**config.mk**
```make
export PLATFORM = sky130hd
export DESIGN_NAME = ltl_monitor_cluster_flat
export DESIGN_NICKNAME = d
export VERILOG_FILES = /design/src/rtl/ltl_mon_pkg.sv /design/src/rtl/ltl_monitor_cluster_if.sv /design/src/rtl/ltl_prop_slice.sv /design/src/rtl/ltl_monitor_cluster.sv /design/src/flat_wrapper.sv
export SDC_FILE = /design/constraint.sdc
export NUM_CORES = 1
export LEC_CHECK = 0
export BUFFER_PORTS_ARGS = -buffer_cell sky130_fd_sc_hd__buf_2
export CELL_PAD_IN_SITES_DETAIL_PLACEMENT = 1
export CELL_PAD_IN_SITES_GLOBAL_PLACEMENT = 1
export CORE_MARGIN = 4
export CORE_UTILIZATION = 41
export CTS_CLUSTER_SIZE = 24
export DETAILED_ROUTE_END_ITERATION = 8
export PLACE_DENSITY = 0.81
export SLEW_MARGIN = 40
export SYNTH_ARGS = -nofsm -noshare
export SYNTH_HDL_FRONTEND = slang
export SYNTH_SLANG_ARGS = --single-unit
```
**constraint.sdc**
```tcl
create_clock -name clk -period 4.5 [get_ports clk]
set_input_delay 0.225 -clock clk [delete_from_list [all_inputs] [get_ports clk]]
set_output_delay 0.225 -clock clk [all_outputs]
set_load 0.05 [all_outputs]
```
**src/rtl/ltl_mon_pkg.sv**
```systemverilog
// Shared types, defaults and helpers for the LTL monitor cluster.
// Struct fields are sized for the largest legal configuration; users slice down.
package ltl_mon_pkg;

    localparam int unsigned N_PROP_DEF = 7;
    localparam int unsigned N_ACC_DEF  = 4;
    localparam int unsigned HIT_W_DEF  = 8;
    localparam int unsigned TS_W_DEF   = 16;

    localparam int unsigned PROP_MAX   = 32;
    localparam int unsigned IDX_MAX_W  = 5;
    localparam int unsigned TS_MAX_W   = 32;

    typedef enum logic {
        RPT_IDLE = 1'b0,
        RPT_HOLD = 1'b1
    } rpt_state_e;

    typedef struct packed {
        logic [IDX_MAX_W-1:0] idx;
        logic [TS_MAX_W-1:0]  ts;
    } ltl_evt_t;

    // Lowest set index wins so the reported property is deterministic.
    function automatic logic [IDX_MAX_W-1:0] lowest_set_idx(input logic [PROP_MAX-1:0] v);
        logic [IDX_MAX_W-1:0] idx;
        idx = '0;
        for (int i = PROP_MAX - 1; i >= 0; i--) begin
            if (v[i]) idx = IDX_MAX_W'(i);
        end
        return idx;
    endfunction

endpackage

```
**src/rtl/ltl_monitor_cluster_if.sv**
```systemverilog
// Event report channel from the monitor cluster to the trace/interrupt unit.
interface ltl_monitor_cluster_if #(
    parameter int unsigned IDX_W = 3,
    parameter int unsigned TS_W  = 16
);
    logic             evt_valid;
    logic             evt_ready;
    logic [IDX_W-1:0] evt_idx;
    logic [TS_W-1:0]  evt_time;

    modport master (output evt_valid, output evt_idx, output evt_time, input evt_ready);
    modport slave  (input evt_valid, input evt_idx, input evt_time, output evt_ready);
endinterface

```
**src/rtl/ltl_prop_slice.sv**
```systemverilog
// One property: tap OR reduction, pulse/sticky verdict register and saturating hit counter.
module ltl_prop_slice #(
    parameter int unsigned N_ACC = 4,
    parameter int unsigned HIT_W = 8
) (
    input  logic             clk,
    input  logic             reset,
    input  logic             run_i,
    input  logic [N_ACC-1:0] taps_i,
    input  logic             en_i,
    input  logic             sticky_i,
    input  logic             clear_i,
    output logic             verdict_o,
    output logic [HIT_W-1:0] cnt_o,
    output logic             hit_c_o
);
    logic             verdict_q, verdict_d;
    logic [HIT_W-1:0] cnt_q, cnt_d;
    logic             hit;

    assign hit = run_i & en_i & (|taps_i);

    // A hit beats a simultaneous clear in sticky mode.
    always_comb begin
        verdict_d = hit;
        cnt_d     = cnt_q;
        if (sticky_i) verdict_d = hit | (verdict_q & ~clear_i);
        if (hit && (cnt_q != {HIT_W{1'b1}})) cnt_d = cnt_q + HIT_W'(1);
    end

    always_ff @(posedge clk) begin
        if (!reset) begin
            verdict_q <= 1'b0;
            cnt_q     <= '0;
        end else begin
            verdict_q <= verdict_d;
            cnt_q     <= cnt_d;
        end
    end

    assign verdict_o = verdict_q;
    assign cnt_o     = cnt_q;
    assign hit_c_o   = hit;
endmodule

```
**src/rtl/ltl_monitor_cluster.sv**
```systemverilog
// Runtime-verification cluster: per-property verdicts and hit counters plus a
// single-slot timestamped event report with a drop counter for back-pressure.
module ltl_monitor_cluster
    import ltl_mon_pkg::*;
#(
    parameter int unsigned N_PROP = N_PROP_DEF,
    parameter int unsigned N_ACC  = N_ACC_DEF,
    parameter int unsigned HIT_W  = HIT_W_DEF,
    parameter int unsigned TS_W   = TS_W_DEF,
    parameter int unsigned IDX_W  = (N_PROP > 1) ? $clog2(N_PROP) : 1
) (
    input  logic                    clk,
    input  logic                    reset,
    input  logic                    run,
    input  logic [N_PROP*N_ACC-1:0] acc_taps,
    input  logic [N_PROP-1:0]       en_mask,
    input  logic [N_PROP-1:0]       sticky_mask,
    input  logic [N_PROP-1:0]       clear,
    output logic [N_PROP-1:0]       ltl_out,
    output logic [N_PROP*HIT_W-1:0] hit_cnt,
    ltl_monitor_cluster_if.master   evt,
    output logic [HIT_W-1:0]        drop_cnt
);
    logic [N_PROP-1:0] hit_c;
    rpt_state_e        state_q, state_d;
    ltl_evt_t          evt_q, evt_d;
    logic [HIT_W-1:0]  drop_q, drop_d;
    logic [TS_W-1:0]   ts_q, ts_d;
    logic              any_hit;
    logic              unused_evt_bits;

    for (genvar p = 0; p < N_PROP; p++) begin : g_prop
        ltl_prop_slice #(.N_ACC(N_ACC), .HIT_W(HIT_W)) u_slice (
            .clk       (clk),
            .reset     (reset),
            .run_i     (run),
            .taps_i    (acc_taps[p*N_ACC +: N_ACC]),
            .en_i      (en_mask[p]),
            .sticky_i  (sticky_mask[p]),
            .clear_i   (clear[p]),
            .verdict_o (ltl_out[p]),
            .cnt_o     (hit_cnt[p*HIT_W +: HIT_W]),
            .hit_c_o   (hit_c[p])
        );
    end

    assign any_hit = |hit_c;

    // Report FSM; every hit cycle seen while holding (accept cycle included) is a drop.
    always_comb begin
        state_d = state_q;
        evt_d   = evt_q;
        drop_d  = drop_q;
        ts_d    = run ? ts_q + TS_W'(1) : ts_q;
        unique case (state_q)
            RPT_IDLE: begin
                if (any_hit) begin
                    evt_d.idx = lowest_set_idx(PROP_MAX'(hit_c));
                    evt_d.ts  = TS_MAX_W'(ts_q);
                    state_d   = RPT_HOLD;
                end
            end
            RPT_HOLD: begin
                if (any_hit && (drop_q != {HIT_W{1'b1}})) drop_d = drop_q + HIT_W'(1);
                if (evt.evt_ready) state_d = RPT_IDLE;
            end
            default: state_d = RPT_IDLE;
        endcase
    end

    always_ff @(posedge clk) begin
        if (!reset) begin
            state_q <= RPT_IDLE;
            evt_q   <= '0;
            drop_q  <= '0;
            ts_q    <= '0;
        end else begin
            state_q <= state_d;
            evt_q   <= evt_d;
            drop_q  <= drop_d;
            ts_q    <= ts_d;
        end
    end

    assign evt.evt_valid = (state_q == RPT_HOLD);
    assign evt.evt_idx   = evt_q.idx[IDX_W-1:0];
    assign evt.evt_time  = evt_q.ts[TS_W-1:0];
    assign drop_cnt      = drop_q;
    assign unused_evt_bits = ^evt_q;
endmodule

```
**src/flat_wrapper.sv**
```systemverilog
// flat-port wrapper written by rule: the top's interface ports become plain ports
module ltl_monitor_cluster_flat import ltl_mon_pkg::*;
#(
    parameter int unsigned N_PROP = N_PROP_DEF,
    parameter int unsigned N_ACC  = N_ACC_DEF,
    parameter int unsigned HIT_W  = HIT_W_DEF,
    parameter int unsigned TS_W   = TS_W_DEF,
    parameter int unsigned IDX_W  = (N_PROP > 1) ? $clog2(N_PROP) : 1
)
  (clk, reset, run, acc_taps, en_mask, sticky_mask, clear, ltl_out, hit_cnt, drop_cnt, evt_evt_valid, evt_evt_idx, evt_evt_time, evt_evt_ready);
  ltl_monitor_cluster_if #(.IDX_W(IDX_W), .TS_W(TS_W)) evt_i ();
  input  logic clk;
  input  logic reset;
  input  logic run;
  input  logic [N_PROP*N_ACC-1:0] acc_taps;
  input  logic [N_PROP-1:0] en_mask;
  input  logic [N_PROP-1:0] sticky_mask;
  input  logic [N_PROP-1:0] clear;
  output logic [N_PROP-1:0] ltl_out;
  output logic [N_PROP*HIT_W-1:0] hit_cnt;
  output logic [HIT_W-1:0] drop_cnt;
  output wire logic [$bits(evt_i.evt_valid)-1:0] evt_evt_valid;
  output wire logic [$bits(evt_i.evt_idx)-1:0] evt_evt_idx;
  output wire logic [$bits(evt_i.evt_time)-1:0] evt_evt_time;
  input wire logic [$bits(evt_i.evt_ready)-1:0] evt_evt_ready;
  assign evt_evt_valid = evt_i.evt_valid;
  assign evt_evt_idx = evt_i.evt_idx;
  assign evt_evt_time = evt_i.evt_time;
  assign evt_i.evt_ready = evt_evt_ready;
  ltl_monitor_cluster #(.N_PROP(N_PROP), .N_ACC(N_ACC), .HIT_W(HIT_W), .TS_W(TS_W), .IDX_W(IDX_W)) u_core (.clk(clk), .reset(reset), .run(run), .acc_taps(acc_taps), .en_mask(en_mask), .sticky_mask(sticky_mask), .clear(clear), .ltl_out(ltl_out), .hit_cnt(hit_cnt), .evt(evt_i), .drop_cnt(drop_cnt));
endmodule
```
==> results.tsv <==
metric	value	unit
critical path depth	9	
Slew HR	50.0	%
max-cap violations	0	
Startpoint Class	input pin	
DRT antenna net count	0	
CTS Sinks	107	
post-synthesis sequential area ratio	44.3	%
Synth Instances	544	
setup TNS	0	ns
total CTS buffers	9	
worst hold path depth	3	
WP buf/inv	4	
post-synthesis cell type count	44	
status	complete, no violations	
vias in the first global route	4482	
P_leak	2.60	nW
Layout Cells excl Fill	819	
crit path cell chain	buf_2, or4_4, a222oi_1, clkbuf_2, a31oi_4, buf_8, buf_8, nand3_1, o21ai_2	
Post-route DRC	0	
Area after DPL	0.00561	mm²
TritonCTS clock tree	yes	
Detailed Place HPWL	9.81	mm
antenna diode count	0	
Die Width	117	µm
Die H	117	µm
Syn Area/Cell	8.89	µm²
port bufs	143	
PD cells	355	mW/mm²
slowest stage cell on the critical path	or4_4	
Worst Path Max Fanout	16	
max frequency	0.481	GHz
Final nets	733	
RSZ-0062 raised after global routing	no	
Syn Std Cell Area	0.00483	mm²
total track usage	20.0	%
count of state elements after synthesis	107	
Critical Path RT	4.75	ns
buffer levels on the longest clock path	2	
critical path class	in2reg	
YS warnings	0	
drt total wl	13.2	mm
dpl cells	802	
cts hold-fix bufs	0	
row cnt	39	
WL/cell	16.1	µm
Die Footprint	0.0136	mm²
CP delay by family, top	buffers and inverters	
Design Area, Final	0.00597	mm²
area grow syn2layout	23.4	%
clock-pin slew on the worst setup and hold paths	0.07	ns
Ports	144	
Reg2Reg Depth	6	
syn_nets	606	
fin worst setup slack	2.42	ns
Initial Utilization	42.2	%
initial antenna violation count	0	
layout cells sized above 1	27.4	%
crit-path max cell delay	0.56	ns
Worst Skew	0.00549	ns
gp weighted congestion	0.751	
final period utilization	46.2	%
worst slew pin tran	0.748	ns
Final Setup Violations	0	
Max rail drop VDD	0.225	mV
largest net degree at the start of global routing	52	
Root Driver	clkbuf_16	
total design power	2.12	mW
CP dominant cell by count	buf_8	
final hold viol count	0	
Arr. time, crit path	2.33	ns
clk_lat worst skew	0.35	ns
via count	4359	
minimum clock period after layout	2.08	ns
worst slack, placed	1.83	ns
Core Region	0.0115	mm²
fillers	1385	
CTS resizes	0	
detailed-router iteration count before antenna repair	4	
first-pass GRT wire length	21.6	mm
H-tree depth	3	
setup repair bufs after CTS	0	
global route overflow	0	
fin. max-slew vios	0	
Worst Hold Class	in2reg	
number of vias per cell	5.32	
Setup crit end kind	flip-flop	
starting DRC count in detailed routing	180	
-- cells by family after synthesis --
logic type | after synthesis | share of synthesized area, %
AOI/OAI and AO/OA | 49 | 7.66
xor gates and xnor gates | 62 | 11.2
adders and majority gates | 9 | 2.33
buffers and inverters | 35 | 3.73
DFF | 107 | 44.3
muxes | 13 | 2.69
and+or+nand+nor | 269 | 28.1
-- layer usage --
metal  wire, µm  vias to the layer above  track usage, %
met5          0                        -               0
met4        222                        0            6.57
met3        788                       16            5.39
met2       6570                      102            34.4
met1       5650                     2098            24.2
li1           -                     2143               -
-- per-stage QoR --
step	util, %	hold slack, ns
floorplan	-	0.389
global placement	48.7	0.440
detailed placement	48.9	0.449
CTS	52.0	0.127
global route	52.0	0.138
finish	52.0	0.138
-- where the power goes --
part	internal (mW)	switching [mW]	leakage, nW
sequential	0.966	0.0224	0.866
combinational	0.0715	0.158	1.56
clock	0.549	0.352	0.168
total	1.59	0.532	2.60
-- cells in the final DEF, fill, tap and decap left out, types with 2 or more instances in the layout --
cell type,n
clkbuf_8,4
xnor2_1,24
ha_1,9
nand4_1,36
nand3b_1,7
nor4b_1,2
o211a_1,4
nand2b_1,6
nor2_1,77
buf_2,142
xor2_1,38
nor3b_1,5
bufinv_16,2
a21oi_1,12
a32oi_1,2
dfxtp_1,107
mux2i_1,13
or4_4,2
nand3_1,37
buf_4,2
inv_1,3
or3_1,2
o21ai_2,16
nor3_1,5
and4_1,2
nor4_1,6
or4_1,5
clkbuf_16,9
nand2_1,52
buf_8,2
and2_1,7
and3_1,16
o21ai_0,5
-- worst paths after layout --
check                               from                            endpoint  slack, ns
hold reg to reg   u_core.evt.evt_time[2]              u_core.evt.evt_time[2]       0.46
setup / recovery            acc_taps[21]             u_core.evt.evt_time[11]       2.42
setup reg to reg      u_core.drop_cnt[0]                  u_core.drop_cnt[7]       2.69
hold / removal                  clear[5]  u_core.g_prop[5].u_slice.verdict_o       0.14
-- sequential cells by signal (all words and copies together), names as in the netlist --
| register | cells |
|---|---|
| u_core.evt.evt_valid | 1 |
| u_core.drop_cnt | 8 |
| u_core.g_prop.u_slice.cnt_o | 56 |
| u_core.ts_q | 16 |
| u_core.evt.evt_time | 16 |
| u_core.g_prop.u_slice.verdict_o | 7 |
| u_core.evt.evt_idx | 3 |
-- synth_stat cells (all sizes together) --
master	n	area share, %
dfxtp	107	44
nor2	77	6.0
nand2	52	4.0
nand3	38	4.0
xor2	38	6.9
nand4	36	4.7
xnor2	24	4.3
o21ai	22	3.5
clkbuf	19	1.5
and3	16	2.1
a21oi	13	1.4
mux2i	13	2.7
buf	12	1.9
ha	9	2.3
and2	7	0.91
nand3b	7	1.1
or4	7	1.2
nand2b	6	0.78
nor4	6	0.78
nor3	5	0.52
nor3b	5	0.78
inv	4	0.31
o211a	4	0.83
a31oi	2	0.39
a32oi	2	0.36
and4	2	0.36
nor4b	2	0.36
or3	2	0.26
a211oi	1	0.16
a222oi	1	0.21
a22o	1	0.18
a41o	1	0.21
and4b	1	0.21
o2111a	1	0.23
o211ai	1	0.16
-- worst register-to-register path: cells and delay by family, from the launching register on --
kind / cells / cell delay [ns]
fa+ha+maj: 1 / 0.23
mux: 1 / 0.24
flops: 1 / 0.35
simple gates: 4 / 0.91
-- cell type report --
type | instances | area (µm²) | area share, %
repair buffers | 147 | 761 | 12.8
inverters | 4 | 15.0 | 0.252
well taps | 143 | 179 | 3.00
multi-input cells | 402 | 2520 | 42.3
flip-flops and latches | 107 | 2140 | 35.9
clock buffers | 13 | 280 | 4.70
clock inverters | 3 | 67.6 | 1.13
No activity file was read; power rests on OpenSTA's default activity.
